## src/rtl/trap_sequencer.sv

```systemverilog
// trap_sequencer: selects exceptions, xRETs and interrupts in IDLE, then flushes the pipeline,
// commits the trap CSR state, and issues a single redirect to the trap vector or the saved epc.
module trap_sequencer #(
   parameter int XLEN    = 32,
   parameter int NUM_EXC = 16,
   parameter int NUM_IRQ = 16
) (
   input  logic               clk,
   input  logic               rst,
   input  logic [NUM_EXC-1:0] exc_req,
   input  logic [NUM_IRQ-1:0] irq_req,
   input  logic [XLEN-1:0]    cur_pc,
   input  logic [XLEN-1:0]    exc_tval,
   input  logic               mret,
   input  logic               sret,
   input  logic [XLEN-1:0]    mtvec,
   input  logic [XLEN-1:0]    stvec,
   input  logic [XLEN-1:0]    medeleg,
   input  logic [XLEN-1:0]    mideleg,
   input  logic               flush_ack,
   output logic               flush,
   output logic               redirect_valid,
   output logic [XLEN-1:0]    redirect_pc,
   output logic               busy,
   output logic [1:0]         priv_mode,
   output logic [XLEN-1:0]    mepc,
   output logic [XLEN-1:0]    mcause,
   output logic [XLEN-1:0]    mtval,
   output logic [XLEN-1:0]    sepc,
   output logic [XLEN-1:0]    scause,
   output logic [XLEN-1:0]    stval,
   output logic               mie_g,
   output logic               mpie,
   output logic               sie_g,
   output logic               spie,
   output logic [1:0]         mpp,
   output logic               spp
);

   localparam logic [1:0] PRIV_U = 2'b00;
   localparam logic [1:0] PRIV_S = 2'b01;
   localparam logic [1:0] PRIV_M = 2'b11;

   typedef enum logic [1:0] {IDLE, FLUSH, COMMIT, REDIRECT} state_t;
   typedef enum logic [1:0] {EV_EXC, EV_IRQ, EV_MRET, EV_SRET} event_t;

   state_t            state;
   state_t            state_next;

   logic              exc_hit;
   logic [XLEN-1:0]   exc_code;
   logic              exc_to_s;
   logic              irq_hit;
   logic [XLEN-1:0]   irq_code;
   logic              irq_to_s;
   logic              ill_to_s;

   logic              sel_valid;
   event_t            sel_kind;
   logic [XLEN-1:0]   sel_code;
   logic [XLEN-1:0]   sel_tval;
   logic              sel_to_s;
   logic [XLEN-1:0]   sel_tvec;

   event_t            ev_kind;
   logic [XLEN-1:0]   ev_code;
   logic [XLEN-1:0]   ev_pc;
   logic [XLEN-1:0]   ev_tval;
   logic [XLEN-1:0]   ev_tvec;
   logic              ev_to_s;

   logic [XLEN-1:0]   vec_base;
   logic [XLEN-1:0]   trap_target;
   logic [XLEN-1:0]   cause_val;
   logic [XLEN-1:0]   trap_tval;

   // Only the upper tvec bits and the low cause-line slices of the delegation masks matter.
   logic              unused_inputs;
   assign unused_inputs = ^{medeleg, mideleg, ev_tvec[1]};

   // Lowest-index exception wins; delegation to S is only possible below M.
   always_comb begin
      exc_hit  = 1'b0;
      exc_code = '0;
      exc_to_s = 1'b0;
      for (int i = NUM_EXC - 1; i >= 0; i--) begin
         if (exc_req[i]) begin
            exc_hit  = 1'b1;
            exc_code = XLEN'(i);
            exc_to_s = medeleg[i] && (priv_mode != PRIV_M);
         end
      end
   end

   // Lowest-index interrupt that is eligible at the current privilege wins; others stay pending.
   always_comb begin
      irq_hit  = 1'b0;
      irq_code = '0;
      irq_to_s = 1'b0;
      for (int i = NUM_IRQ - 1; i >= 0; i--) begin
         if (irq_req[i]) begin
            if (mideleg[i] && (priv_mode != PRIV_M)) begin
               if ((priv_mode == PRIV_U) || ((priv_mode == PRIV_S) && sie_g)) begin
                  irq_hit  = 1'b1;
                  irq_code = XLEN'(i);
                  irq_to_s = 1'b1;
               end
            end else if ((priv_mode != PRIV_M) || mie_g) begin
               irq_hit  = 1'b1;
               irq_code = XLEN'(i);
               irq_to_s = 1'b0;
            end
         end
      end
   end

   assign ill_to_s = medeleg[2] && (priv_mode != PRIV_M);

   // Same-cycle priority: exception, mret, sret, interrupt; illegal xRETs become cause 2.
   always_comb begin
      sel_valid = 1'b0;
      sel_kind  = EV_EXC;
      sel_code  = '0;
      sel_tval  = '0;
      sel_to_s  = 1'b0;
      if (exc_hit) begin
         sel_valid = 1'b1;
         sel_code  = exc_code;
         sel_tval  = exc_tval;
         sel_to_s  = exc_to_s;
      end else if (mret) begin
         sel_valid = 1'b1;
         if (priv_mode != PRIV_M) begin
            sel_code = XLEN'(2);
            sel_to_s = ill_to_s;
         end else begin
            sel_kind = EV_MRET;
         end
      end else if (sret) begin
         sel_valid = 1'b1;
         if (priv_mode == PRIV_U) begin
            sel_code = XLEN'(2);
            sel_to_s = ill_to_s;
         end else begin
            sel_kind = EV_SRET;
         end
      end else if (irq_hit) begin
         sel_valid = 1'b1;
         sel_kind  = EV_IRQ;
         sel_code  = irq_code;
         sel_to_s  = irq_to_s;
      end
   end

   assign sel_tvec = sel_to_s ? stvec : mtvec;

   // State register.
   always_ff @(posedge clk or posedge rst) begin
      if (rst) begin
         state <= IDLE;
      end else begin
         state <= state_next;
      end
   end

   // Next-state and strobe decode; flush and redirect_valid come straight from the state.
   always_comb begin
      state_next     = state;
      flush          = 1'b0;
      redirect_valid = 1'b0;
      case (state)
         IDLE: begin
            if (sel_valid) begin
               state_next = FLUSH;
            end
         end
         FLUSH: begin
            flush = 1'b1;
            if (flush_ack) begin
               state_next = COMMIT;
            end
         end
         COMMIT: begin
            state_next = REDIRECT;
         end
         REDIRECT: begin
            redirect_valid = 1'b1;
            state_next     = IDLE;
         end
         default: begin
            state_next = IDLE;
         end
      endcase
   end

   assign busy = (state != IDLE);

   // Capture the whole event at selection so the pipeline inputs can change while busy.
   always_ff @(posedge clk or posedge rst) begin
      if (rst) begin
         ev_kind <= EV_EXC;
         ev_code <= '0;
         ev_pc   <= '0;
         ev_tval <= '0;
         ev_tvec <= '0;
         ev_to_s <= 1'b0;
      end else if ((state == IDLE) && sel_valid) begin
         ev_kind <= sel_kind;
         ev_code <= sel_code;
         ev_pc   <= cur_pc;
         ev_tval <= sel_tval;
         ev_tvec <= sel_tvec;
         ev_to_s <= sel_to_s;
      end
   end

   assign vec_base    = {ev_tvec[XLEN-1:2], 2'b00};
   assign trap_target = ((ev_kind == EV_IRQ) && ev_tvec[0]) ? (vec_base + (ev_code << 2)) : vec_base;
   assign cause_val   = {(ev_kind == EV_IRQ), ev_code[XLEN-2:0]};
   assign trap_tval   = (ev_kind == EV_IRQ) ? '0 : ev_tval;

   // Trap CSR state, status stack, privilege and redirect target all update in COMMIT.
   always_ff @(posedge clk or posedge rst) begin
      if (rst) begin
         priv_mode   <= PRIV_M;
         mepc        <= '0;
         mcause      <= '0;
         mtval       <= '0;
         sepc        <= '0;
         scause      <= '0;
         stval       <= '0;
         mie_g       <= 1'b0;
         mpie        <= 1'b0;
         sie_g       <= 1'b0;
         spie        <= 1'b0;
         mpp         <= PRIV_U;
         spp         <= 1'b0;
         redirect_pc <= '0;
      end else if (state == COMMIT) begin
         case (ev_kind)
            EV_EXC, EV_IRQ: begin
               redirect_pc <= trap_target;
               if (ev_to_s) begin
                  sepc      <= ev_pc;
                  scause    <= cause_val;
                  stval     <= trap_tval;
                  spie      <= sie_g;
                  sie_g     <= 1'b0;
                  spp       <= priv_mode[0];
                  priv_mode <= PRIV_S;
               end else begin
                  mepc      <= ev_pc;
                  mcause    <= cause_val;
                  mtval     <= trap_tval;
                  mpie      <= mie_g;
                  mie_g     <= 1'b0;
                  mpp       <= priv_mode;
                  priv_mode <= PRIV_M;
               end
            end
            EV_MRET: begin
               redirect_pc <= mepc;
               priv_mode   <= mpp;
               mie_g       <= mpie;
               mpie        <= 1'b1;
               mpp         <= PRIV_U;
            end
            EV_SRET: begin
               redirect_pc <= sepc;
               priv_mode   <= {1'b0, spp};
               sie_g       <= spie;
               spie        <= 1'b1;
               spp         <= 1'b0;
            end
            default: begin
               redirect_pc <= redirect_pc;
            end
         endcase
      end
   end

endmodule

```

## config.mk

```make
export PLATFORM = sky130hd
export DESIGN_NAME = trap_sequencer
export DESIGN_NICKNAME = d
export VERILOG_FILES = /design/src/rtl/trap_sequencer.sv
export SDC_FILE = /design/constraint.sdc
export NUM_CORES = 1
export LEC_CHECK = 0
export CAP_MARGIN = 20
export CORE_ASPECT_RATIO = 2
export CORE_MARGIN = 2
export CORE_UTILIZATION = 35
export DETAILED_ROUTE_END_ITERATION = 6
export RECOVER_POWER = 50
export SLEW_MARGIN = 20
export SYNTH_ARGS = -nofsm -noshare
export SYNTH_HDL_FRONTEND = slang
export SYNTH_SLANG_ARGS = --single-unit
```

## constraint.sdc

```tcl
create_clock -name clk -period 11.9 [get_ports clk]
set_input_delay 1.19 -clock clk [delete_from_list [all_inputs] [get_ports clk]]
set_output_delay 1.19 -clock clk [all_outputs]
set_load 0.02 [all_outputs]
```

==> flow_summary.yaml <==
status:
  status: "finished, violations left"
  violations: "max-capacitance violations, max-slew violations"
drt:
  drt_wl_total_um: 44460
  post_drt_wl_per_cell_um: 19.05
  firstDrtPassIters: 5
  wl_met1_um: 19680
  routed-wl-met3_um: 3233
  top_layer: "met4"
  drc: 0
  wl_met2_um: 20870
  ant_nets: 0
  vias_per_cell: 5.114
  first_iter_violations: 595
  vias: 11940
die:
  die_x_um: 148.7
  num_rows: 106
  ioPinCount: 465
  dieArea_mm2: 0.04363
  start_util_pct: 35.31
  coreArea_mm2: 0.04151
  die_y_um: 293.4
finish:
  synthToLayoutAreaGrowth_pct: 34.06
  drive_above_1_share_pct: 12.89
  final_common_cell: "dfrtp_1"
  nNetsFinal: 2009
  mostFrequentLayoutCells: "dfrtp_1, clkdlybuf4s50_1, dlygate4sd3_1"
cts:
  cts_tree: "built"
  post_cts_resized: 0
  clk_latency_ns: 0.56
  htreeDepth: 1
  clock_sinks: 283
  ctsHoldBuffers: 0
  clk_pin_slew_ns: 0.07
  numCtsBuffers: 28
  clock_tree.root_cell: "clkbuf_16"
  clock_path_buffers: 3
  postCtsSetupBuffers: 0
logic_synthesis:
  ys_seq_elements: 283
  synth-edff-count: 0
  synthesis.area_mm2: 0.01466
  async_flop_share_pct: 100.0
  syn_inst: 1448
  ys_seq_area_share_pct: 48.33
  synth_cell_types: 79
  synth_area_per_cell_um2: 10.12
  yosys_warnings: 0
  ys.flop_type: "dfrtp_1"
setup_path:
  required_ns: 11.01
  r2r_slack_ns: 5.74
  crit_type: "input port to asynchronous set/reset pin"
  critPathBufInv: 2
  worstSetupStartpoint: "rst"
  endpoint_kind: "asynchronous set/reset pin"
  path_cells: "dlygate4sd3_1, clkinvlp_2"
  path_max_fanout: 144
  arrival_ns: 5.30
  cpPeakStageDelay_ns: 3.53
  r2r_start: "state[0]"
  crit_slowest_cell: "clkinvlp_2"
  start_kind: "input port"
  path_delay_family: "buffers and inverters"
sta:
  hold_viol_final: 0
  rsz0062_at_grt: "no"
  period_needed_ns: 6.193
  fmax_mhz: 161.5
  tns_ns: 0
  finClkSkew_ns: 0.01249
  drv_slew: 320
  setup-violations-final: 0
  tightest_slew_ns: 6.411
  hold_slack_ns: 0.4714
  fin_crit_sh_pct: 52.04
  slew-limit-headroom_pct: -329.7
global_routing:
  grt_pass1_wl_um: 69720
  track_usage_pct: 20.07
  grt_pass1_vias: 12100
  overflow: 0
  antenna_found_initial: 2
  grt_max_degree: 145
pwr:
  pwr-share-comb_pct: 45.4
  sw_frac_of_total_pct: 39.49
  p_clk_share_pct: 20.2
  seq_power_share_pct: 34.5
  worst_ir_drop_vdd_uv: 108.0
  switching_power_mw: 1.978
  p_per_area_mw_per_mm2: 254.9
  p_int_mw: 3.031
  p_leak_nw: 8.204
hold_path:
  worstHoldStart: "stval[18]"
  hold_class: "register to register"
placement:
  port_buffers: 376
  dp_hpwl_um: 31340
  place.gp.congestion: 0.8683
run:
  cap_violations: 5
## synthesized netlist by cell type, drive strengths merged (3+ instances only)
master | count | area [um2]
dfrtp | 281 | 7032
nand2 | 153 | 574.3
o21ai | 146 | 734.5
mux2 | 112 | 1340
buf | 83 | 600.6
inv | 79 | 296.5
clkbuf | 71 | 266.5
a21oi | 65 | 441.7
nand3 | 55 | 275.3
o211ai | 49 | 367.9
a31oi | 40 | 262.8
mux2i | 35 | 350.3
o31ai | 35 | 262.8
nor2 | 27 | 101.4
nand2b | 22 | 137.6
nor2b | 17 | 106.4
xor2 | 17 | 148.9
nor3 | 14 | 75.07
o221ai | 12 | 105.1
xnor2 | 11 | 96.34
ha | 9 | 112.6
nand4 | 9 | 56.30
a22oi | 8 | 60.06
nor4 | 8 | 62.56
nor3b | 7 | 57.55
a211oi | 6 | 45.04
o21bai | 5 | 37.54
o22ai | 5 | 31.28
nand3b | 4 | 30.03
nor4b | 4 | 41.29
o2111ai | 4 | 35.03
a2111oi | 3 | 26.28
a21o | 3 | 22.52
a222oi | 3 | 30.03
a32oi | 3 | 26.28
or4 | 3 | 22.52
## metal layers
layer | track usage (%) | vias to the layer above
li1 | - | 5734
met1 | 28.07 | 5705
met2 | 32.57 | 460
met3 | 3.665 | 38
met4 | 4.228 | 0
met5 | 0 | -
## tightest hold or removal path: cells and delay by family (launching register included)
kind,cells,cell delay (ns)
simple gates,1,0.04
compound gates,1,0.06
flops,1,0.34
## state kept, by name, indices dropped and copies added (netlist names), 31 cells and up
signal and count:
ev_pc 32, ev_tval 32, mepc 32, mtval 32, redirect_pc 32, sepc 32
stval 32, ev_tvec 31
## stage by stage
stage | area, um2 | power (mW) | std cells | setup WS [ns] | utilization, %
floorplan | 14860 | 3.138 | 1501 | 2.906 | -
global placement | 18640 | 4.098 | 2280 | 7.266 | 44.89
detailed placement | 18640 | 4.133 | 2280 | 7.242 | 44.90
CTS | 19690 | 5.169 | 2332 | 7.832 | 47.44
global route | 19650 | 5.359 | 2334 | 4.456 | 47.34
finish | 19650 | 5.009 | 2334 | 5.707 | 47.34
## final timing paths
| path | end | cells after the start |
|---|---|---|
| min | stval[18] | 2 |
| max | ev_kind[0] | 2 |
| min reg2reg | stval[18] | 2 |
| min in group asynchronous | state[1] | 2 |
| max in group clk | mepc[1] | 6 |
| max reg2reg | mepc[1] | 6 |
## area by class of cell
| class | count | area (um2) |
|---|---|---|
| fillers | 3994 | 21860 |
| flip-flops and latches | 283 | 7086 |
| multi-input cells | 985 | 6654 |
| repair buffers | 393 | 3880 |
| clock buffers | 35 | 778.2 |
| well taps | 540 | 675.6 |
| inverters | 79 | 297.8 |
| clock inverters | 17 | 275.3 |
| diodes | 2 | 5.005 |
## power by group through the flow
| stage | clock network [mW] | logic (mW) | registers [mW] |
|---|---|---|---|
| finish | 1.01 | 2.27 | 1.73 |
| global route | 1.08 | 2.49 | 1.80 |
| CTS | 1.04 | 2.38 | 1.74 |
| detailed placement | 0 | 2.38 | 1.76 |
| global placement | 0 | 2.36 | 1.74 |
| floorplan | 0 | 1.14 | 1.99 |
## kinds of logic (layout without fill, tap and decap cells)
family                   after synthesis  in the layout  synth area share, %
buffers and inverters                233            524                7.938
XOR/XNOR                              28             28                1.673
multiplexers                         147            147                11.53
AO/OA/AOI/OAI                        410            410                18.42
AND/OR/NAND/NOR                      335            335                11.11
flip-flops                           283            283                48.33
adder cells (fa/ha/maj)               11             11               0.9731
other                                  1             56              0.02558
Power figures use the tool's default switching activity.
